`config.mk`:
```
export PLATFORM = sky130hd
export DESIGN_NAME = ascii_msg_streamer
export DESIGN_NICKNAME = d
export VERILOG_FILES = /design/src/rtl/ascii_msg_pkg.sv /design/src/rtl/ascii_msg_streamer_msg_rom.sv /design/src/rtl/ascii_msg_streamer.sv
export SDC_FILE = /design/constraint.sdc
export NUM_CORES = 1
export LEC_CHECK = 0
export CORE_MARGIN = 2
export CORE_UTILIZATION = 45
export CTS_CLUSTER_SIZE = 30
export DETAILED_ROUTE_END_ITERATION = 16
export PLACE_DENSITY = 0.66
export SYNTH_ARGS = -nofsm -noshare
export SYNTH_HDL_FRONTEND = slang
export SYNTH_SLANG_ARGS = --single-unit
```
`constraint.sdc`:
```
create_clock -name clk -period 2.81 [get_ports clk]
set_clock_uncertainty 0.05 [all_clocks]
set_input_delay 0.4215 -clock clk [delete_from_list [all_inputs] [get_ports clk]]
set_output_delay 0.4215 -clock clk [all_outputs]
set_load 0.03 [all_outputs]
```
`src/rtl/ascii_msg_pkg.sv`:
```
// Shared types and constant message ROM for the ASCII message streamer.
// Holds the FSM state enum, ROM image and per-message start addresses.
package ascii_msg_pkg;

  localparam int BYTE_W     = 8;
  localparam int ROM_MSGS   = 4;
  localparam int ROM_BYTES  = 64;
  localparam int ROM_ADDR_W = $clog2(ROM_BYTES);

  localparam logic [BYTE_W-1:0] ASCII_NUL = 8'h00;

  typedef enum logic [2:0] {
    IDLE,
    FETCH,
    PACE,
    PRESENT,
    CSUM,
    DONE
  } state_t;

  // Messages packed back to back, each NUL-terminated, tail zero-filled.
  localparam logic [0:ROM_BYTES-1][BYTE_W-1:0] ROM = {
    "Tajumulco", ASCII_NUL,
    "Tacana",    ASCII_NUL,
    "Fuego",     ASCII_NUL,
    ASCII_NUL,
    {40{ASCII_NUL}}
  };

  localparam logic [0:ROM_MSGS-1][ROM_ADDR_W-1:0] MSG_BASE = {
    6'd0, 6'd10, 6'd17, 6'd23
  };

endpackage

```
`src/rtl/ascii_msg_streamer_msg_rom.sv`:
```
// Synchronous-read constant message ROM, one cycle read latency.
// Contents come from ascii_msg_pkg::ROM.
module msg_rom
  import ascii_msg_pkg::*;
#(
  parameter int ADDR_W = ROM_ADDR_W,
  parameter int DATA_W = BYTE_W
) (
  input  logic              clk,
  input  logic [ADDR_W-1:0] addr,
  output logic [DATA_W-1:0] data
);

  // Registered read of the addressed byte.
  always_ff @(posedge clk) begin
    data <= DATA_W'(ROM[addr]);
  end

endmodule

```
`src/rtl/ascii_msg_streamer.sv`:
```
// Multi-message ASCII streamer over a valid/ready byte stream with pacing.
// Optional MSG_CHECKSUM_EN appends an XOR checksum byte to one-shot messages.
module ascii_msg_streamer
  import ascii_msg_pkg::*;
#(
  parameter int DATA_W    = 8,
  parameter int MSG_COUNT = ROM_MSGS,
  parameter int ROM_DEPTH = ROM_BYTES,
  parameter int PACE_W    = 16
) (
  input  logic                         clk,
  input  logic                         rst,
  input  logic                         start,
  input  logic [$clog2(MSG_COUNT)-1:0] msg_sel,
  input  logic                         loop_en,
  input  logic [PACE_W-1:0]            pace_div,
  output logic [DATA_W-1:0]            out_data,
  output logic                         out_valid,
  input  logic                         out_ready,
  output logic                         busy,
  output logic                         done
);

  localparam int ADDR_W = $clog2(ROM_DEPTH);

  state_t state, state_nx;

  logic [ADDR_W-1:0] addr;
  logic [ADDR_W-1:0] base;
  logic [PACE_W-1:0] pace_q;
  logic [PACE_W-1:0] cnt;
  logic [DATA_W-1:0] rom_q;
  logic              sel_ok;
  logic              is_nul;
  logic              pace_hit;
`ifdef MSG_CHECKSUM_EN
  logic [DATA_W-1:0] acc;
`endif

  assign sel_ok   = 32'(msg_sel) < MSG_COUNT;
  assign is_nul   = rom_q == DATA_W'(ASCII_NUL);
  assign pace_hit = cnt == pace_q;

  msg_rom #(
    .ADDR_W(ADDR_W),
    .DATA_W(DATA_W)
  ) u_rom (
    .clk (clk),
    .addr(addr),
    .data(rom_q)
  );

  // State register.
  always_ff @(posedge clk or posedge rst) begin
    if (rst) state <= IDLE;
    else     state <= state_nx;
  end

  // Next-state and status outputs; rom_q is valid while in PACE.
  always_comb begin
    state_nx  = state;
    busy      = state != IDLE;
    out_valid = (state == PRESENT) || (state == CSUM);
    done      = state == DONE;
    unique case (state)
      IDLE:
        if (start && sel_ok) state_nx = FETCH;
      FETCH:
        state_nx = PACE;
      PACE:
        if (is_nul) begin
          if (loop_en) begin
            state_nx = FETCH;
          end else begin
`ifdef MSG_CHECKSUM_EN
            if (pace_hit) state_nx = CSUM;
`else
            state_nx = DONE;
`endif
          end
        end else if (pace_hit) begin
          state_nx = PRESENT;
        end
      PRESENT:
        if (out_ready) state_nx = FETCH;
      CSUM:
        if (out_ready) state_nx = DONE;
      DONE:
        state_nx = IDLE;
      default:
        state_nx = IDLE;
    endcase
  end

  // Address, pace counter, output byte and checksum datapath.
  always_ff @(posedge clk or posedge rst) begin
    if (rst) begin
      addr     <= '0;
      base     <= '0;
      pace_q   <= '0;
      cnt      <= '0;
      out_data <= '0;
`ifdef MSG_CHECKSUM_EN
      acc      <= '0;
`endif
    end else begin
      unique case (state)
        IDLE: begin
          cnt <= '0;
          if (start && sel_ok) begin
            base   <= ADDR_W'(MSG_BASE[msg_sel]);
            addr   <= ADDR_W'(MSG_BASE[msg_sel]);
            pace_q <= pace_div;
`ifdef MSG_CHECKSUM_EN
            acc    <= '0;
`endif
          end
        end
        PACE: begin
          cnt <= cnt + PACE_W'(1);
          if (is_nul && loop_en) begin
            addr <= base;
            cnt  <= '0;
`ifdef MSG_CHECKSUM_EN
            acc  <= '0;
`endif
          end else if (pace_hit) begin
            cnt <= '0;
`ifdef MSG_CHECKSUM_EN
            out_data <= is_nul ? acc : rom_q;
`else
            if (!is_nul) out_data <= rom_q;
`endif
          end
        end
        PRESENT: begin
          cnt <= '0;
          if (out_ready) begin
            addr <= addr + ADDR_W'(1);
`ifdef MSG_CHECKSUM_EN
            acc  <= acc ^ out_data;
`endif
          end
        end
        default: cnt <= '0;
      endcase
    end
  end

endmodule

```
==> parameters.txt <==
Parameter                              Value

Timing
  Final period utilization    0.915
  Worst slew slack as a fraction of its limit    0.587
  Maximum achievable frequency    389 MHz
  Actual transition at the worst max-transition pin    ~620 ps
  Setup repair after global routing missed its margin    false
  Max-slew violation count    0
  Total negative setup slack    0 ps
  Final count of hold timing violations    0
  Number of endpoints failing setup at the final stage    0
  Minimum period implied by the final worst setup slack    2570 ps

Floorplanning
  DIE HEIGHT    87.3 µm
  Core area    0.00676 mm²
  Initial Util    0.462
  Number of I/O pins    34
  Die width    87.3 µm
  Die footprint    0.00761 mm²
  Number of placement rows    30

Placement
  Number of placed instances with taps included    400
  Routability congestion estimate from global placement    0.835
  Count of port buffers added during placement    32
  Post-DP HPWL    4.14 mm

Clocking
  Clock latency reported for the late side of the worst-skew pair    330 ps
  Inserted Clock Buffers    9
  CTS hold repair buffers    0
  Number of clock sinks seen by CTS    59
  Number of instances resized during post-cts repair    0
  Setup Buffers After CTS    0
  Root buffer cell    clkbuf_8
  Number of buffers on the longest clock path    2
  TritonCTS clock tree    built
  H-tree depth    3
  Clock edge transition at the registers on the reported setup and hold paths    around 70 ps

Global route
  Maximum number of pins on one net before global-route repair    28
  Antenna violations before repair    0
  Global route total overflow    0
  Global-route usage over all layers    0.168
  Vias in the first global route    approximately 2,100
  Global-route wire length before repair    about 10 mm

Final layout
  Antenna diodes    0
  Fraction of final layout cells with drive strength greater than 1    0.152
  Final net count    363
  Area Growth Syn to Fin    18.2%
  Number of fill cells    600
  Final Non-Filler Cells    approximately 420

Setup path
  R2r setup slk    770 ps
  CP Cell Sequence    nand3_1 -> nand2_1 -> clkdlybuf4s50_1
  Reg-to-reg critical path endpoint    cnt[8]$_DFF_PP0_
  Setup Crit Path Kind    flop to primary output
  Worst endpoint required time    2340 ps
  Category of cells accounting for the largest share of critical-path delay    buffers and inverters
  Peak per-stage delay on the critical path    680 ps
  Standard cell with the maximum stage delay on the critical path    clkdlybuf4s50_1
  Cell depth of the worst flop-to-flop path    5
  Critical path data arrival time    about 2100 ps
  Combined buffer and inverter count along the critical path    1
  Critical path endpoint category    primary output
  Sort of element at the start of the critical path    flop
  Start of the worst register-to-register path    cnt[5]$_DFF_PP0_
  Top fanout value on the critical path    14

Synth
  Yosys top cell area share    0.417
  Number of cells produced by synthesis    301
  Syn_nets    333
  Warnings from Yosys    0
  Top_reg_cell synth    dfrtp_1
  Synthesized flop and latch total    approximately 60
  Distinct cell type count of the synthesized netlist    51
  Register area share after synthesis    0.462
  Number of enable flip-flop cells after synthesis    0
  Cell type with the highest aggregate area in the netlist    dfrtp_1
  Average size of a mapped cell    10.4 µm²
  Post-synthesis instance area    0.00312 mm²
  Fraction of registers with async set/reset    0.881
  Most area-consuming cells after synthesis    dfrtp_1, mux2_2, xnor2_1

Power and ir drop
  Proportion of power drawn by the clock network    0.216
  Peak VDD IR    0.326 mV
  Net switching power    1.31 mW
  Sw Share    0.371
  Cell area power density    roughly 950 mW/mm²
  Internal power summed over all cells    2.21 mW
  Part of the total power dissipated in sequential elements    0.405
  Cell leakage power    1.53 nW
  Logic gate share of total power    0.379

Detailed routing
  DRT Wirelength    5.88 mm
  Avg WL per Cell    14.1 µm
  Via-to-Cell Ratio    5.31
  1st-pass router iterations    5
  Remaining antenna violation count    0
  Drt drc    0
  Violation count after the first detailed-route iteration    137
  Via Count    ~2,200

Outcome
  Result of the run    finished, final reports clean

Run
  Max Cap Viol    0

Worst hold path
  Class of the most critical hold timing path    input port to async pin
## sequential cells by signal, indices dropped and copies added (netlist names)
name and cells:
u_rom.data 7, pace_q 16, cnt 16, state 3, out_data 7, addr 6
base 4
## power groups by stage
stage	sequential [mW]	combinational [mW]	clock, mW
3_5_place_dp	1.44	1.32	0
2_1_floorplan	1.29	1.18	0
4_1_cts	1.43	1.33	0.782
5_1_grt	1.48	1.49	0.829
6_report	1.43	1.33	0.760
3_3_place_gp	1.43	1.31	0
## cells in the mapped netlist, types with 6 or more instances
master	instances
xor2_1	8
nand2b_1	6
nor2_1	32
inv_1	9
nand4_1	6
nand3_1	10
xnor2_1	22
dfrtp_1	52
dfxtp_1	7
ha_1	9
nand2_1	21
mux2_4	7
o21ai_0	13
clkbuf_1	6
mux2_2	18
a21oi_1	12
## metal layers
metal	share of wire	vias up	track usage
met5	0	-	0
met4	0.015	0	0.0671
met3	0.037	7	0.0360
met2	0.42	50	0.238
met1	0.53	1054	0.248
li1	-	1098	-
## per-stage QoR
stage,total power [mW],instance area (µm²),hold slack [ps],setup WS (ps),util
4_1_cts,3.54,3690,438,245,0.546
6_report,3.52,3690,427,239,0.546
3_3_place_gp,2.74,3490,427,650,0.516
2_1_floorplan,2.47,3120,416,1080,-
3_5_place_dp,2.77,3490,430,619,0.516
5_1_grt,3.80,3690,462,128,0.546
## worst max path at each step
stage	cells past startpoint	from	endpoint	slack, ps
6_report	3	state[0]$_DFFE_PP0P_	out_valid	240
5_1_grt	3	state[0]$_DFFE_PP0P_	out_valid	130
4_1_cts	3	state[0]$_DFFE_PP0P_	out_valid	240
3_5_place_dp	3	state[0]$_DFFE_PP0P_	out_valid	620
3_3_place_gp	3	state[0]$_DFFE_PP0P_	out_valid	650
2_1_floorplan	1	rst	addr[0]$_DFFE_PP0P_	1080
## cells by family (layout without fill, tap and decap cells)
kind of cell	count (synthesis)	in the layout	share of synthesized area
mux	29	29	0.112
xor+xnor	30	30	0.0842
fa+ha+maj	9	9	0.0361
compound gates	48	48	0.0959
flops	59	59	0.462
simple gates	100	100	0.167
buf+inv	25	60	0.0421
other cells	1	1	0.00120
## cell type report
| class | count | area (µm²) | share of cell area |
|---|---|---|---|
| Multi-Input combinational cell | 217 | 1550 | 0.420 |
| Sequential cell | 59 | 1440 | 0.391 |
| Timing Repair Buffer | 35 | 368 | 0.0998 |
| Clock buffer | 12 | 145 | 0.0394 |
| Tap cell | 80 | 100 | 0.0272 |
| Clock inverter | 4 | 51.3 | 0.0139 |
| Inverter | 9 | 33.8 | 0.00916 |
## cells in the final DEF (no fill, tap or decap), drive strengths merged, types with 9 or more instances in the layout
| cell type | netlist | final |
|---|---|---|
| dfrtp | 52 | 52 |
| nor2 | 32 | 32 |
| nand2 | 22 | 22 |
| o21ai | 13 | 13 |
| mux2 | 25 | 25 |
| a21oi | 12 | 12 |
| xnor2 | 22 | 22 |
| clkdlybuf4s50 | 0 | 32 |
| ha | 9 | 9 |
| nand3 | 10 | 10 |
| clkbuf | 7 | 12 |
| inv | 9 | 9 |
Note: power is estimated with default switching activity, not from simulation.
